[config.mk]
export PLATFORM = sky130hd
export DESIGN_NAME = restador_serial_ctrl_flat
export DESIGN_NICKNAME = d
export VERILOG_FILES = /design/src/rtl/restador_pkg.sv /design/src/rtl/restador_serial_ctrl_if.sv /design/src/rtl/restador_completo.sv /design/src/rtl/restador_medio.sv /design/src/rtl/restador_serial_ctrl.sv /design/src/flat_wrapper.sv
export SDC_FILE = /design/constraint.sdc
export NUM_CORES = 1
export LEC_CHECK = 0
export CAP_MARGIN = 5
export CORE_MARGIN = 2
export CORE_UTILIZATION = 47
export CTS_CLUSTER_SIZE = 24
export DETAILED_ROUTE_END_ITERATION = 7
export PLACE_DENSITY = 0.75
export SKIP_LAST_GASP = 1
export SYNTH_ARGS = -nofsm -noshare
export SYNTH_HDL_FRONTEND = slang
export SYNTH_SLANG_ARGS = --single-unit
[constraint.sdc]
create_clock -name clk -period 1.6 [get_ports clk]
set_clock_uncertainty 0.15 [all_clocks]
set_input_delay 0.48 -clock clk [delete_from_list [all_inputs] [get_ports clk]]
set_output_delay 0.48 -clock clk [all_outputs]
set_load 0.1 [all_outputs]
[src/rtl/restador_pkg.sv]
// Shared types and sizing helpers for the bit-serial subtractor controller.
// Latency: none (package only).
// Backpressure: none (package only).
package restador_pkg;

    localparam int STATE_W = 2;

    // IDLE/SHIFT/DONE codes are fixed; 2'b11 is unused and recovers to IDLE.
    typedef enum logic [STATE_W-1:0] {
        IDLE  = 2'b00,
        SHIFT = 2'b01,
        DONE  = 2'b10
    } state_t;

    // Bit counter must index 0..n-1; never narrower than one bit.
    function automatic int cnt_width(input int n);
        return (n <= 2) ? 1 : $clog2(n);
    endfunction

endpackage

[src/rtl/restador_serial_ctrl_if.sv]
// Operand/result bundle between a requester and the serial subtractor.
// Latency: none (wiring only).
// Backpressure: start is only honoured while busy is low; no queueing.
interface restador_serial_ctrl_if #(
    parameter int N = 8
);
    logic         start;
    logic [N-1:0] X;
    logic [N-1:0] Y;
    logic         busy;
    logic         done;
    logic [N-1:0] R;
    logic         AN;
    logic         Z;

    modport master (output start, X, Y, input busy, done, R, AN, Z);
    modport slave  (input start, X, Y, output busy, done, R, AN, Z);
endinterface

[src/rtl/restador_completo.sv]
// Full subtractor built from two half subtractors and an OR on the borrows.
// Latency: combinational.
// Backpressure: none.
module restador_completo (
    input  logic i_a,
    input  logic i_b,
    input  logic i_bin,
    output logic o_d,
    output logic o_bout
);
    logic w_d1;
    logic w_b1;
    logic w_b2;

    restador_medio u_hs0 (.i_a(i_a),  .i_b(i_b),   .o_d(w_d1), .o_bout(w_b1));
    restador_medio u_hs1 (.i_a(w_d1), .i_b(i_bin), .o_d(o_d),  .o_bout(w_b2));

    assign o_bout = w_b1 | w_b2;
endmodule

[src/rtl/restador_medio.sv]
// Half subtractor cell: d = a - b, bout set when a borrow is needed.
// Latency: combinational.
// Backpressure: none.
module restador_medio (
    input  logic i_a,
    input  logic i_b,
    output logic o_d,
    output logic o_bout
);
    assign o_d    = i_a ^ i_b;
    assign o_bout = ~i_a & i_b;
endmodule

[src/rtl/restador_serial_ctrl.sv]
// Bit-serial N-bit subtractor R = X - Y, one bit per clock, LSB first.
// Latency: done pulses N cycles after the accepting start edge; one op per N+2 cycles.
// Backpressure: start ignored while busy (SHIFT/DONE); requester must hold or retry.
module restador_serial_ctrl
    import restador_pkg::*;
#(
    parameter int N = 8
) (
    input  logic                   clk,
    input  logic                   rst,
    restador_serial_ctrl_if.slave  bus
);
    localparam int             CW   = cnt_width(N);
    localparam logic [CW-1:0]  LAST = CW'(N - 1);

    state_t          r_state;
    state_t          w_next;
    logic [N-1:0]    r_sx;
    logic [N-1:0]    r_sy;
    logic [N-2:0]    r_acc;
    logic            r_borrow;
    logic [CW-1:0]   r_cnt;
    logic [N-1:0]    r_R;
    logic            r_AN;
    logic            r_Z;

    logic            w_d;
    logic            w_bout;
    logic            w_load;
    logic            w_shift;
    logic            w_last;
    logic [N-1:0]    w_cat;

    // Single cell consumes the current LSBs and the carried borrow.
    restador_completo u_cell (
        .i_a    (r_sx[0]),
        .i_b    (r_sy[0]),
        .i_bin  (r_borrow),
        .o_d    (w_d),
        .o_bout (w_bout)
    );

    // New difference bit enters at the top; on the last bit this is the full result.
    assign w_cat = {w_d, r_acc};

    // State register.
    always_ff @(posedge clk or posedge rst) begin
        if (rst) begin
            r_state <= IDLE;
        end else begin
            r_state <= w_next;
        end
    end

    // Next-state and datapath strobes; the unused code falls back to IDLE.
    always_comb begin
        w_next  = IDLE;
        w_load  = 1'b0;
        w_shift = 1'b0;
        w_last  = 1'b0;
        case (r_state)
            IDLE: begin
                if (bus.start) begin
                    w_next = SHIFT;
                    w_load = 1'b1;
                end
            end
            SHIFT: begin
                w_shift = 1'b1;
                if (r_cnt == LAST) begin
                    w_next = DONE;
                    w_last = 1'b1;
                end else begin
                    w_next = SHIFT;
                end
            end
            DONE:    w_next = IDLE;
            default: w_next = IDLE;
        endcase
    end

    // Operand shifters, borrow, counter, and the result registers updated only on the last bit.
    always_ff @(posedge clk or posedge rst) begin
        if (rst) begin
            r_sx     <= '0;
            r_sy     <= '0;
            r_acc    <= '0;
            r_borrow <= 1'b0;
            r_cnt    <= '0;
            r_R      <= '0;
            r_AN     <= 1'b0;
            r_Z      <= 1'b0;
        end else begin
            if (w_load) begin
                r_sx     <= bus.X;
                r_sy     <= bus.Y;
                r_borrow <= 1'b0;
                r_cnt    <= '0;
            end else if (w_shift) begin
                r_sx     <= r_sx >> 1;
                r_sy     <= r_sy >> 1;
                r_acc    <= w_cat[N-1:1];
                r_borrow <= w_bout;
                r_cnt    <= r_cnt + CW'(1);
            end
            if (w_last) begin
                r_R  <= w_cat;
                r_AN <= w_bout;
                r_Z  <= (w_cat == '0);
            end
        end
    end

    assign bus.busy = (r_state == SHIFT) || (r_state == DONE);
    assign bus.done = (r_state == DONE);
    assign bus.R    = r_R;
    assign bus.AN   = r_AN;
    assign bus.Z    = r_Z;

endmodule

[src/flat_wrapper.sv]
// flat-port wrapper written by rule: the top's interface ports become plain ports
module restador_serial_ctrl_flat import restador_pkg::*;
#(
    parameter int N = 8
)
  (clk, rst, bus_start, bus_X, bus_Y, bus_busy, bus_done, bus_R, bus_AN, bus_Z);
  restador_serial_ctrl_if #(.N(N)) bus_i ();
  input  logic clk;
  input  logic rst;
  input wire logic [$bits(bus_i.start)-1:0] bus_start;
  input wire logic [$bits(bus_i.X)-1:0] bus_X;
  input wire logic [$bits(bus_i.Y)-1:0] bus_Y;
  output wire logic [$bits(bus_i.busy)-1:0] bus_busy;
  output wire logic [$bits(bus_i.done)-1:0] bus_done;
  output wire logic [$bits(bus_i.R)-1:0] bus_R;
  output wire logic [$bits(bus_i.AN)-1:0] bus_AN;
  output wire logic [$bits(bus_i.Z)-1:0] bus_Z;
  assign bus_i.start = bus_start;
  assign bus_i.X = bus_X;
  assign bus_i.Y = bus_Y;
  assign bus_busy = bus_i.busy;
  assign bus_done = bus_i.done;
  assign bus_R = bus_i.R;
  assign bus_AN = bus_i.AN;
  assign bus_Z = bus_i.Z;
  restador_serial_ctrl #(.N(N)) u_core (.clk(clk), .rst(rst), .bus(bus_i));
endmodule
# ---- After elaboration in Yosys (flattened, before gate mapping)
# Index checks and enable logic that the tools add are counted.
dict set report classes {
  add_sub_neg 1
  mul 0
  div_mod_pow 0
  magnitude_cmp 0
  n_eq_ne 3
  shifts 0
  muxes 16
  n_bitwise 8
  n_reduce_logical 5
}
# op count
set op_table {}
lappend op_table {{$mux W8} 4}
lappend op_table {{$logic_not A8 Y1} 1}
lappend op_table {{$mux W1} 8}
lappend op_table {{$mux W3} 2}
lappend op_table {{$pmux W2 S2} 1}
lappend op_table {{$add A3 B1 Y3 const B} 1}
lappend op_table {{$eq A3 B3 Y1 const B} 1}
lappend op_table {{$not A1 Y1} 3}
lappend op_table {{$and A1 B1 Y1} 2}
lappend op_table {{$eq A2 B1 Y1 const B} 1}
lappend op_table {{$eq A2 B2 Y1 const B} 1}
lappend op_table {{$logic_not A2 Y1} 1}
lappend op_table {{$mux W2} 1}
lappend op_table {{$reduce_and A2 Y1} 1}
lappend op_table {{$reduce_bool A2 Y1} 1}
lappend op_table {{$xor A1 B1 Y1} 2}
lappend op_table {{$logic_or A1 B1 Y1} 1}
lappend op_table {{$or A1 B1 Y1} 1}
dict set report word_totals {
  regBits 39
  latchBits 0
  mem_bits_rw 0
  rom_bits 0
  input_bits 19
  wordCells 42
  n_memories 0
}

# ---- Logic depth before layout (Yosys ltp)
# Gate-level depths: netlist of the first run.
dict set report depth {
  ltp_word 6
  ltp_mapped 6
}

# ---- By module
# A second synthesis of the first run with hierarchy kept.
dict set report hier_totals {
  hier_cells 145
  hier_area_um2 1821.7
}
# mod n_inst cells_each area_per_inst_um2
set by_module_without_submodules {}
lappend by_module_without_submodules {restador_serial_ctrl 1 138 1775.5}
lappend by_module_without_submodules {restador_medio 2 3 20.0}
lappend by_module_without_submodules {restador_completo 1 1 6.3}

# ---- Least setup slack after synthesis of the first run
# OpenSTA, ideal clock, no wires.
dict set report synth_path {
  kind {reg2out}
  startpoint {reg u_core.r_state[0]}
  endpoint {out bus_busy}
  arrival_ps 1216
  required_ps 970
  path_slack_ps -246
  stages_incl_launch_ff 3
  path_buffers 0
  cell_sequence {dfrtp_1 -> inv_1 -> ha_1}
}
dict set report synth_via {
  elab_chain_cells 2
  elab_cells_between_ends 3
  cone_classes {eq/ne (2); reduce/logical (1)}
}
# element line
set synth_lines {}
lappend synth_lines {{start, declared} restador_serial_ctrl.sv:16} ;# state_t r_state;
lappend synth_lines {{start signal, assigned} restador_serial_ctrl.sv:51} ;# r_state <= w_next;
lappend synth_lines {{$eq A2 B1 Y1 or $eq A2 B2 Y1 (tied branches)} restador_serial_ctrl.sv:114} ;# assign bus.busy = (r_state == SHIFT) || (r_state == DONE);
lappend synth_lines {{$logic_or A1 B1 Y1 *} restador_serial_ctrl.sv:114}
lappend synth_lines {{end, declared} flat_wrapper.sv:13} ;# output wire logic [$bits(bus_i.busy)-1:0] bus_busy;
# Mark *: on every way between the ends. The rest lies on a longest branch, timed or not.

# ---- Final worst setup path of the first run
# Same ends and word-level chain as after synthesis.

==> Implementation_results.wiki, run 1 <==
{| class="wikitable"
! Metric !! Value
|-
| Warning count from the yosys run || 0
|-
| Cell at the root of the clock tree || clkbuf_8
|-
| Slew headroom || 0.801
|-
| Total count of hold-check failures in the final report || 0
|-
| Post-Layout Inst Area || between 2000 and 2500 sq um
|-
| Number of design rule violations left after detail routing || 0
|-
| Initial antenna violation count || 0
|-
| Library cell contributing the largest single delay on the critical path || dfrtp_1
|-
| Num ports || 31
|-
| Nets || 206
|-
| Number of buffers on the longest clock path || 2
|-
| TritonCTS clock tree || done
|-
| Worst-case vdd ir drop || 0.990 mV
|-
| Net switching fraction of the power || 0.423
|-
| Post-Synthesis Net Count || around 170
|-
| Via density per instance || about 5.3
|-
| Distinct cell type count of the synthesized netlist || 20
|-
| FFs w/ async S/R, synth || 1.00
|-
| Power share of the combinational group || 0.576
|-
| Number of violations reported at the end of detailed-routing iteration 0 || 60
|-
| Final wirelength || 3400 microns
|-
| Floorplan die width || ~66 microns
|-
| Leading cell type by number of instances after synthesis || dfrtp_1
|-
| Sort of element at the end of the critical path || output port
|-
| Power density of the placed cells || around 2300 nW/um^2
|-
| Top-area cell type share of the netlist area || 0.532
|-
| Worst Setup Slack, final || -0.195 ns
|-
| Setup-failing EPs final || 2
|-
| Result of the run || complete, but fails checks
|-
| Via count || 1,205
|-
| Setup Crit Path Kind || flip-flop to output port
|-
| Most frequent cells after synthesis || dfrtp_1 (39), mux2i_1 (17), nand3_1 (16), o21ai_1 (16), mux2_4 (15)
|-
| Area occupied by registers || 976 sq um
|-
| Number of iterations in the first detailed-routing pass || 4
|-
| # Max-Cap Violations || 0
|-
| Worst slack after detailed placement || -0.0348 ns
|-
| Largest driver fanout on the critical path || 2
|-
| Max-slew violation count || 0
|-
| Number of placement rows || 22
|-
| Dpl cell area || around 2300 sq um
|-
| Leak Pwr || 0.00122 uW
|-
| Clock period minus final worst setup slack || 1.80 ns
|-
| Hold-fix buffers, CTS || 0
|-
| Average cell area after synthesis || 12.9 sq um
|-
| Clock-pin slew of the registers on the worst-case setup and hold paths || ~0.070 ns
|-
| Violations in the final reports || negative setup slack
|-
| Total standard cell area after synthesis || 1830 sq um
|-
| Data required time at the worst endpoint || 0.97 ns
|-
| Die Span Y || 66.5 microns
|-
| Register bit total from synthesis || 39
|-
| Number of clock sinks || 39
|-
| Highest Clock Rate || 557 MHz
|-
| Number of inserted diodes || 0
|-
| Final TNS setup || -0.370 ns
|-
| Starting density of the core || 0.493
|-
| Leading area contributor after synthesis || dfrtp_1
|-
| Fillers || 285
|-
| Top post-synthesis cells by area || dfrtp_1 (53%), mux2_4 (12%), mux2i_1 (9.3%)
|-
| Post-DP HPWL || 2310 microns
|-
| Via count of the first global-routing pass || ~1,200
|-
| Layout Utilization || 0.672
|-
| Slew of the pin with the lowest slew margin || 0.296 ns
|-
| Ratio of cells with drive above 1 in the final layout || 0.298
|-
| Fraction of power consumed by the clock network || 0.114
|-
| Predominant post-synthesis flop cell || dfrtp_1
|-
| Number of routed nets with antenna violations || 0
|-
| Area growth from synthesis to layout || 36.2%
|-
| Area of the core || between 3000 and 4000 sq um
|-
| Startpoint type of the worst setup path || flip-flop
|-
| Routed length per placed instance || around 15 microns
|-
| EDFF count, synth || 0
|-
| Number of instances in the synthesized netlist || 142
|-
| Routability cong. || 0.791
|-
| Data arrival, critical path || 1.17 ns
|-
| Largest net degree at the start of global routing || 40
|-
| Delay of the slowest cell on the worst path || ~0.36 ns
|-
| Count of input and output buffers || 30
|-
| Depth of the CTS H-tree || 2
|-
| Cell-internal power || 3360 uW
|-
| Overall die area || 4420 sq um
|-
| Wire length of the first global-routing pass || 5520 microns
|-
| CP cell instances || inv_2 > ha_4 > buf_12
|-
| Multi-input logic area || 786 sq um
|-
| NetSw || 2470 uW
|-
| Total congestion overflow || 0
|-
| Fraction of the cycle the final worst path needs || 1.12
|-
| Source-to-sink clock delay at the later pin of the worst-skew pair || 0.29 ns
|-
| CTS Buf Count || 5
|-
| Part of the total power dissipated in sequential elements || 0.310
|-
| Global-route usage over all layers || 0.166
|-
| Fraction of the yosys area taken by sequential cells || 0.532
|-
| Unrepaired setup endpoints after global routing || yes
|-
| Min-delay worst type || input port to async pin
|}
==> routing by layer <==
layer	up-vias	part of all wire	GRT usage
met4	0	0.0053	0.0306
met2	32	0.51	0.279
met5	-	0	0
li1	567	-	-
met3	3	0.043	0.0591
met1	603	0.44	0.207
==> power by group through the flow <==
stage                     clock [uW]  sequential, uW  combinational, uW
after floorplan                    0            2490               1570
after global placement             0            1790               3110
after detailed placement           0            1830               3180
after CTS                        670            1810               3280
after global routing             729            1870               3550
final                            664            1810               3360
==> flip-flops by register name (all words and copies together) (netlist names) <==
signal           flops
u_core.r_borrow      1
u_core.r_cnt         3
u_core.bus.AN        1
u_core.r_sy          8
u_core.r_state       2
u_core.r_sx          8
u_core.bus.R         8
u_core.r_acc         7
u_core.bus.Z         1
==> cell type report <==
cell class              count  share of cell area
flip-flops and latches     39               0.391
multi-input cells          86               0.315
repair buffers             41               0.223
clock buffers               6              0.0331
well taps                  48              0.0240
inverters                   8              0.0120
clock inverters             1             0.00200
==> through the flow <==
step                      hold slack (ns)  std cells  total power, uW
after detailed placement            0.374        216             5010
final                               0.382        229             5830
after CTS                           0.387        226             5760
after global placement              0.363        216             4890
after global routing                0.402        229             6150
after floorplan                     0.340        142             4060
==> cells in the final DEF, fill, tap and decap left out, types with 2 or more instances in the layout <==
cell and count:
buf_12 15, buf_4 7, clkbuf_8 6, clkdlybuf4s50_1 18, dfrtp_1 39, ha_4 3, inv_1 6, inv_2 2
mux2_4 15, mux2i_1 17, nand2b_1 2, nand3_1 16, nor2_1 4, nor4_1 2, o21ai_1 16
==> critical path: cells and delay by family, from the launching register on <==
family | cells | cell delay, ns
DFF | 1 | 0.36
adders and majority gates | 1 | 0.28
buffers and inverters | 2 | 0.23
==> final timing paths <==
kind | depth (start not counted) | from | slack (ns) | endpoint
worst max-delay path | 3 | u_core.r_state[0] | -0.20 | bus_busy
worst min register to register | 2 | u_core.r_sy[7] | 0.38 | u_core.r_sy[7]
max in group asynchronous | 3 | rst | 0.71 | u_core.r_sy[0]
worst max register to register | 4 | u_core.r_cnt[0] | 0.02 | u_core.bus.R[4]
worst min-delay path | 3 | rst | 0.38 | u_core.r_acc[2]
min in group clk | 2 | u_core.r_sy[7] | 0.38 | u_core.r_sy[7]
==> cells by family after synthesis <==
family | after synthesis | synth area share
DFF | 39 | 0.532
muxes | 32 | 0.216
xor gates and xnor gates | 1 | 0.00478
buffers and inverters | 18 | 0.0642
and+or+nand+nor | 26 | 0.0764
adders and majority gates | 6 | 0.0451
AOI/OAI and AO/OA | 20 | 0.0614
==> what timing repair did <==
action                     4_1_cts  5_1_grt
setup endpoints to repair       10       11
pin swaps                        2        1
gates resized for setup          6        1
gates cloned                     0        2
buffers inserted                 3        1
No activity file was read; power rests on OpenSTA's default activity.
==> run 2, diff against run 1 <==
CTS_CLUSTER_DIAMETER = 30   (was unset)
GPL_ROUTABILITY_DRIVEN = 0   (was unset)
==> results of run 2 <==
Final layout, timing and power as in run 1 (identical DEF).
